[src/rtl/alu_defs_pkg.sv]
// Shared definitions for the sequential ALU: opcode map, FSM state encodings
// and the shift-amount width helper.
package alu_defs;

    localparam logic [2:0] OP_AND  = 3'b000;
    localparam logic [2:0] OP_SLL  = 3'b001;
    localparam logic [2:0] OP_OR   = 3'b010;
    localparam logic [2:0] OP_XOR  = 3'b011;
    localparam logic [2:0] OP_ADD  = 3'b100;
    localparam logic [2:0] OP_DIV  = 3'b101;
    localparam logic [2:0] OP_SRL  = 3'b110;
    localparam logic [2:0] OP_MULT = 3'b111;

    localparam logic [1:0] ST_IDLE = 2'd0;
    localparam logic [1:0] ST_MUL  = 2'd1;
    localparam logic [1:0] ST_DIV  = 2'd2;

    function automatic int shw_of(input int width);
        return $clog2(width);
    endfunction

endpackage

[src/rtl/alu_iter.sv]
// Iterative engine: shift-add multiply or restoring divide, one step per cycle
// for WIDTH cycles. done is high on the edge that commits the final step.
module alu_iter
    import alu_defs::*;
#(
    parameter int WIDTH = 16
) (
    input  logic             clk,
    input  logic             rst,
    input  logic             start,
    input  logic             div,
    input  logic [WIDTH-1:0] x,
    input  logic [WIDTH-1:0] y,
    output logic             busy,
    output logic             done,
    output logic [WIDTH-1:0] res_hi,
    output logic [WIDTH-1:0] res_lo
);

    localparam int CW = shw_of(WIDTH);
    localparam logic [CW-1:0] LAST = CW'(WIDTH - 1);

    logic             busy_q;
    logic             div_q;
    logic [CW-1:0]    cnt;
    logic [WIDTH-1:0] hi;
    logic [WIDTH-1:0] lo;
    logic [WIDTH-1:0] opnd;

    logic [WIDTH:0]   sum;
    logic [WIDTH:0]   shifted;
    logic [WIDTH-1:0] diff;
    logic             ge;
    logic [WIDTH-1:0] hi_n;
    logic [WIDTH-1:0] lo_n;

    // Multiply: hi accumulates, lo holds the multiplier and collects product bits.
    // Divide: hi is the partial remainder, lo shifts the dividend out and quotient in.
    always_comb begin
        sum     = {1'b0, hi} + {1'b0, (lo[0] ? opnd : '0)};
        shifted = {hi, lo[WIDTH-1]};
        ge      = (shifted >= {1'b0, opnd});
        diff    = shifted[WIDTH-1:0] - opnd;
        hi_n    = sum[WIDTH:1];
        lo_n    = {sum[0], lo[WIDTH-1:1]};
        if (div_q) begin
            hi_n = ge ? diff : shifted[WIDTH-1:0];
            lo_n = {lo[WIDTH-2:0], ge};
        end
    end

    assign busy   = busy_q;
    assign done   = busy_q && (cnt == LAST);
    assign res_hi = hi_n;
    assign res_lo = lo_n;

    always_ff @(posedge clk) begin
        if (rst) begin
            busy_q <= 1'b0;
            div_q  <= 1'b0;
            cnt    <= '0;
            hi     <= '0;
            lo     <= '0;
            opnd   <= '0;
        end else if (start) begin
            busy_q <= 1'b1;
            div_q  <= div;
            cnt    <= '0;
            hi     <= '0;
            lo     <= x;
            opnd   <= y;
        end else if (busy_q) begin
            hi <= hi_n;
            lo <= lo_n;
            if (cnt == LAST) begin
                busy_q <= 1'b0;
                cnt    <= '0;
            end else begin
                cnt <= cnt + 1'b1;
            end
        end
    end

endmodule

[src/rtl/alu_seq.sv]
// Multi-cycle ALU: registered single-cycle ops plus iterative MULT.
// Define ALU_DIV_EN to turn op 101 into an unsigned restoring divide.
module alu_seq
    import alu_defs::*;
#(
    parameter int WIDTH = 16,
    parameter int SHW   = shw_of(WIDTH)
) (
    input  logic             clk,
    input  logic             rst,
    input  logic             in_valid,
    output logic             in_ready,
    input  logic [2:0]       op,
    input  logic [WIDTH-1:0] a,
    input  logic [WIDTH-1:0] b,
    input  logic             cin,
    input  logic             bnegate,
    output logic             out_valid,
    output logic [WIDTH-1:0] result,
    output logic [WIDTH-1:0] result_hi,
    output logic             cout,
    output logic             overflow,
    output logic             zero,
    output logic             err,
    output logic [1:0]       dbg_state
);

    // Handshake: a transfer happens on a rising edge where in_valid && in_ready;
    // in_ready is high only in IDLE, and out_valid is a single-cycle pulse.
    logic [1:0]       state;
    logic             accept;
    logic             is_iter;
    logic             is_div;
    logic             eng_busy;
    logic             eng_done;
    logic [WIDTH-1:0] eng_hi;
    logic [WIDTH-1:0] eng_lo;

    logic [WIDTH-1:0] b_eff;
    logic [WIDTH:0]   add_sum;
    logic [WIDTH-1:0] alu_res;
    logic             alu_cout;
    logic             alu_ovf;
    logic             alu_err;

`ifdef ALU_DIV_EN
    logic div_zero;
    assign is_div = (op == OP_DIV);
`else
    assign is_div = 1'b0;
`endif

    assign in_ready  = (state == ST_IDLE) && !eng_busy;
    assign accept    = in_valid && in_ready;
    assign is_iter   = (op == OP_MULT) || is_div;
    assign dbg_state = state;

    always_comb begin
        b_eff    = bnegate ? ~b : b;
        add_sum  = {1'b0, a} + {1'b0, b_eff} + {{WIDTH{1'b0}}, cin};
        alu_res  = '0;
        alu_cout = 1'b0;
        alu_ovf  = 1'b0;
        alu_err  = 1'b0;
        case (op)
            OP_AND: alu_res = a & b;
            OP_OR:  alu_res = a | b;
            OP_XOR: alu_res = a ^ b;
            OP_SLL: alu_res = a << b[SHW-1:0];
            OP_SRL: alu_res = a >> b[SHW-1:0];
            OP_ADD: begin
                alu_res  = add_sum[WIDTH-1:0];
                alu_cout = add_sum[WIDTH];
                alu_ovf  = (a[WIDTH-1] == b_eff[WIDTH-1]) &&
                           (add_sum[WIDTH-1] != a[WIDTH-1]);
            end
            OP_DIV: alu_err = 1'b1;
            default: alu_res = '0;
        endcase
    end

    alu_iter #(.WIDTH(WIDTH)) u_iter (
        .clk    (clk),
        .rst    (rst),
        .start  (accept && is_iter),
        .div    (is_div),
        .x      (is_div ? a : b),
        .y      (is_div ? b : a),
        .busy   (eng_busy),
        .done   (eng_done),
        .res_hi (eng_hi),
        .res_lo (eng_lo)
    );

    always_ff @(posedge clk) begin
        if (rst) begin
            state     <= ST_IDLE;
            out_valid <= 1'b0;
            result    <= '0;
            result_hi <= '0;
            cout      <= 1'b0;
            overflow  <= 1'b0;
            zero      <= 1'b0;
            err       <= 1'b0;
`ifdef ALU_DIV_EN
            div_zero  <= 1'b0;
`endif
        end else begin
            out_valid <= 1'b0;
            if (accept && is_iter) begin
                state <= is_div ? ST_DIV : ST_MUL;
`ifdef ALU_DIV_EN
                div_zero <= (b == '0);
`endif
            end else if (accept) begin
                result    <= alu_res;
                result_hi <= '0;
                cout      <= alu_cout;
                overflow  <= alu_ovf;
                zero      <= (alu_res == '0);
                err       <= alu_err;
                out_valid <= 1'b1;
            end else if (eng_done) begin
                result    <= eng_lo;
                result_hi <= eng_hi;
                cout      <= 1'b0;
                overflow  <= 1'b0;
                zero      <= ({eng_hi, eng_lo} == '0);
`ifdef ALU_DIV_EN
                err       <= (state == ST_DIV) && div_zero;
`else
                err       <= 1'b0;
`endif
                out_valid <= 1'b1;
                state     <= ST_IDLE;
            end
        end
    end

endmodule

[config.mk]
export PLATFORM = sky130hd
export DESIGN_NAME = alu_seq
export DESIGN_NICKNAME = d
export VERILOG_FILES = /design/src/rtl/alu_defs_pkg.sv /design/src/rtl/alu_iter.sv /design/src/rtl/alu_seq.sv
export SDC_FILE = /design/constraint.sdc
export NUM_CORES = 1
export LEC_CHECK = 0
export BUFFER_PORTS_ARGS = -buffer_cell sky130_fd_sc_hd__buf_4
export CAP_MARGIN = 20
export CORE_UTILIZATION = 55
export CTS_BUF_LIST = sky130_fd_sc_hd__clkbuf_4 sky130_fd_sc_hd__clkbuf_8 sky130_fd_sc_hd__clkbuf_16
export DETAILED_ROUTE_END_ITERATION = 16
export PLACE_DENSITY = 0.75
export SLEW_MARGIN = 20
export SYNTH_ARGS = -nofsm -noshare
export SYNTH_HDL_FRONTEND = slang
export SYNTH_SLANG_ARGS = --single-unit
[constraint.sdc]
create_clock -name clk -period 7.8 [get_ports clk]
set_input_delay 1.56 -clock clk [delete_from_list [all_inputs] [get_ports clk]]
set_output_delay 1.56 -clock clk [all_outputs]
set_load 0.02 [all_outputs]
==> impl_metrics.json <==
{
  "status": "finished, final reports clean",
  "io_buffers": 78,
  "num_io_pins": 80,
  "core_um2": 13900,
  "hold_buffers": 0,
  "fin_ws_ps": 3470,
  "grt_pass1_wl_mm": 36.5,
  "r2r_end": "zero$_SDFFE_PP0P_",
  "rsz0062_at_grt": "no",
  "reg2reg_slack_ps": 3950,
  "die_w_um": 122,
  "synth-edff-count": 0,
  "synthesis.nets": 1109,
  "syn_area_um2": 7860,
  "worst_pin_slew_ps": 1100,
  "n_fill_cell": 1277,
  "synthTopCellsByArea": "dfxtp_1, ha_1, a21oi_1",
  "synth-seq-area-share_pct": 23.2,
  "finalInstanceArea_um2": 8730,
  "routed_wl_mm": 23.4,
  "synth.ff_latch_count": 91,
  "critPathSlowestCell": "or4b_2",
  "crit_chain": "buf_4, xnor2_1, fa_1, inv_1, fa_1, a21oi_1, o2111ai_1, a21oi_1, or4b_2, nand3_1, a211oi_1, nand4_1, o21ai_1, a21o_1",
  "peakVddDrop_uv": 94.2,
  "regArea_um2": 1820,
  "cp-start-kind": "input pin",
  "endpoint_kind": "register",
  "antenna_cells": 0,
  "drive_gt1_share_pct": 13.7,
  "wl_per_cell_um": 19.3,
  "async_flop_share_pct": 0,
  "initial_core_util_pct": 56.4,
  "die_area_um2": 14800,
  "cts_buffers": 9,
  "crit_arrival_ps": 4570,
  "grt-ovfl-total": 0,
  "antenna_found_initial": 0,
  "final_cell_mix": "nor2_1, a21oi_1, dfxtp_1, nand2_1, buf_4",
  "hpwl_mm": 17.0,
  "yosys.area.top_type": "dfxtp_1",
  "grt_pass1_vias": 6852,
  "dieHeight_um": 122,
  "skew_ps": 7.40,
  "synth_top_area_share_pct": 23.2,
  "clock_path_buffers": 2,
  "grt_usage_pct": 32.0,
  "finalNetCount": 1134,
  "gp_congestion": 1.00,
  "htreeDepth": 3,
  "post_cts_buffers": 0,
  "endpoint": "zero$_SDFFE_PP0P_",
  "cts_tree": "done",
  "drcViolationCount": 0,
  "num_vias": 7630,
  "drt_iter0_markers": 611,
  "ant_nets": 0,
  "cp-startpoint": "b[0]",
  "fin_setup_tns_ps": 0,
  "required_ps": 8040,
  "final_common_cell": "nor2_1",
  "slowest_delay_ps": 640,
  "synth_cell_type_count": 74,
  "cts.sinks": 91,
  "multi_input_area_um2": 5550,
  "leakage_nw": 3.56,
  "rows": 43,
  "dpl_cell_area_um2": 8430,
  "viasPerCell": 6.30,
  "fin_util_pct": 62.6,
  "hold_class": "register to register",
  "yosys_warnings": 0,
  "clock_insertion_delay_worst_skew_ps": 340,
  "grt_max_degree": 74,
  "clockRootBuffer": "clkbuf_16",
  "post_cts_resized": 0,
  "reg2reg_depth": 13,
  "netlist_instances": 1001,
  "crit_type": "input pin to register",
  "final_max_slew_viol_count": 0,
  "avgSynthCellArea_um2": 7.86,
  "power.density_nw_per_um2": 149,
  "reg2reg_from": "u_iter.lo[0]$_SDFFE_PP0P_",
  "holdPathStages": 2,
  "clk_pin_slew_ps": 60,
  "fmax_ghz": 0.231,
  "finalPower_mw": 1.30,
  "syn_to_final_growth_pct": 11.0,
  "period_needed_ps": 4330,
  "dp_slack_ps": 3130,
  "maxCapViolCount": 0,
  "ys.flop_type": "dfxtp_1",
  "finalHoldViolations": 0,
  "first_pass_iters": 5,
  "setup_violations": 0,
  "fin_crit_sh_pct": 55.6,
  "worstPathMaxFanout": 40,
  "relSlewSlack_pct": 26.9
}
-- worst min path at each step --
stage,slack [ps],from,to
after floorplan,430,u_iter.opnd[0]$_SDFFE_PP0P_,u_iter.opnd[0]$_SDFFE_PP0P_
after global placement,440,u_iter.opnd[12]$_SDFFE_PP0P_,u_iter.opnd[12]$_SDFFE_PP0P_
after detailed placement,440,u_iter.opnd[4]$_SDFFE_PP0P_,u_iter.opnd[4]$_SDFFE_PP0P_
after CTS,450,u_iter.opnd[4]$_SDFFE_PP0P_,u_iter.opnd[4]$_SDFFE_PP0P_
after global routing,470,u_iter.opnd[14]$_SDFFE_PP0P_,u_iter.opnd[14]$_SDFFE_PP0P_
final,450,u_iter.opnd[14]$_SDFFE_PP0P_,u_iter.opnd[14]$_SDFFE_PP0P_
-- layout make-up --
type / count / area share [%]
sequential: 91 / 20.9
clock inverter: 6 / 0.760
clock buffer: 10 / 2.67
tap: 180 / 2.58
timing repair buffer: 86 / 7.40
inverter: 49 / 2.11
multi-input combinational: 789 / 63.6
-- synth_stat cells, types with 9 or more instances --
master and instances:
mux2i_1 44, mux2_2 9, a22oi_1 32, nor2_1 124
inv_1 49, a211oi_1 27, mux4_2 12, a21oi_1 96
o21ai_0 18, clkbuf_1 46, nor3_1 16, a32oi_1 10
and2_1 17, nand3_1 18, dfxtp_1 91, nand2b_1 27
o211ai_1 12, xnor2_1 13, ha_1 65, xor2_1 20
buf_2 14, nand2_1 88
-- through the flow --
stage	hold slack [ps]	std cells
floorplan	432	1001
global placement	439	1195
detailed placement	442	1195
CTS	451	1211
global route	473	1211
finish	449	1211
-- power by group --
part           internal, mW  switching, mW
sequential            0.476         0.0115
combinational         0.146          0.232
clock                 0.252          0.182
-- per-layer routing --
metal	vias up	routed length, um	share of wire (%)	track usage (%)
li1	3659	-	-	-
met1	3610	9880	42	41.5
met2	312	10900	47	52.6
met3	49	1870	8.0	6.74
met4	0	673	2.9	10.8
met5	-	0	0	0
-- state kept, by name, summed over array words and instances (netlist names) --
register / count
result: 16
result_hi: 16
u_iter.hi: 16
u_iter.lo: 16
u_iter.opnd: 16
u_iter.cnt: 4
cout: 1
dbg_state: 1
err: 1
out_valid: 1
overflow: 1
u_iter.busy: 1
zero: 1
-- worst max-delay path: cells and delay by family --
kind	cells	cell delay, ps
and+or+nand+nor	3	920
AOI/OAI and AO/OA	6	740
adders and majority gates	2	630
xor gates and xnor gates	1	170
buffers and inverters	2	540
-- cell families after synthesis --
| kind of cell | share of synthesized area [%] |
|---|---|
| other | 0.0477 |
| XOR/XNOR | 3.68 |
| adder cells (fa/ha/maj) | 11.1 |
| buffers and inverters | 6.38 |
| AND/OR/NAND/NOR | 21.1 |
| multiplexers | 11.9 |
| AO/OA/AOI/OAI | 22.6 |
| flip-flops | 23.2 |
Power figures use the tool's default switching activity.
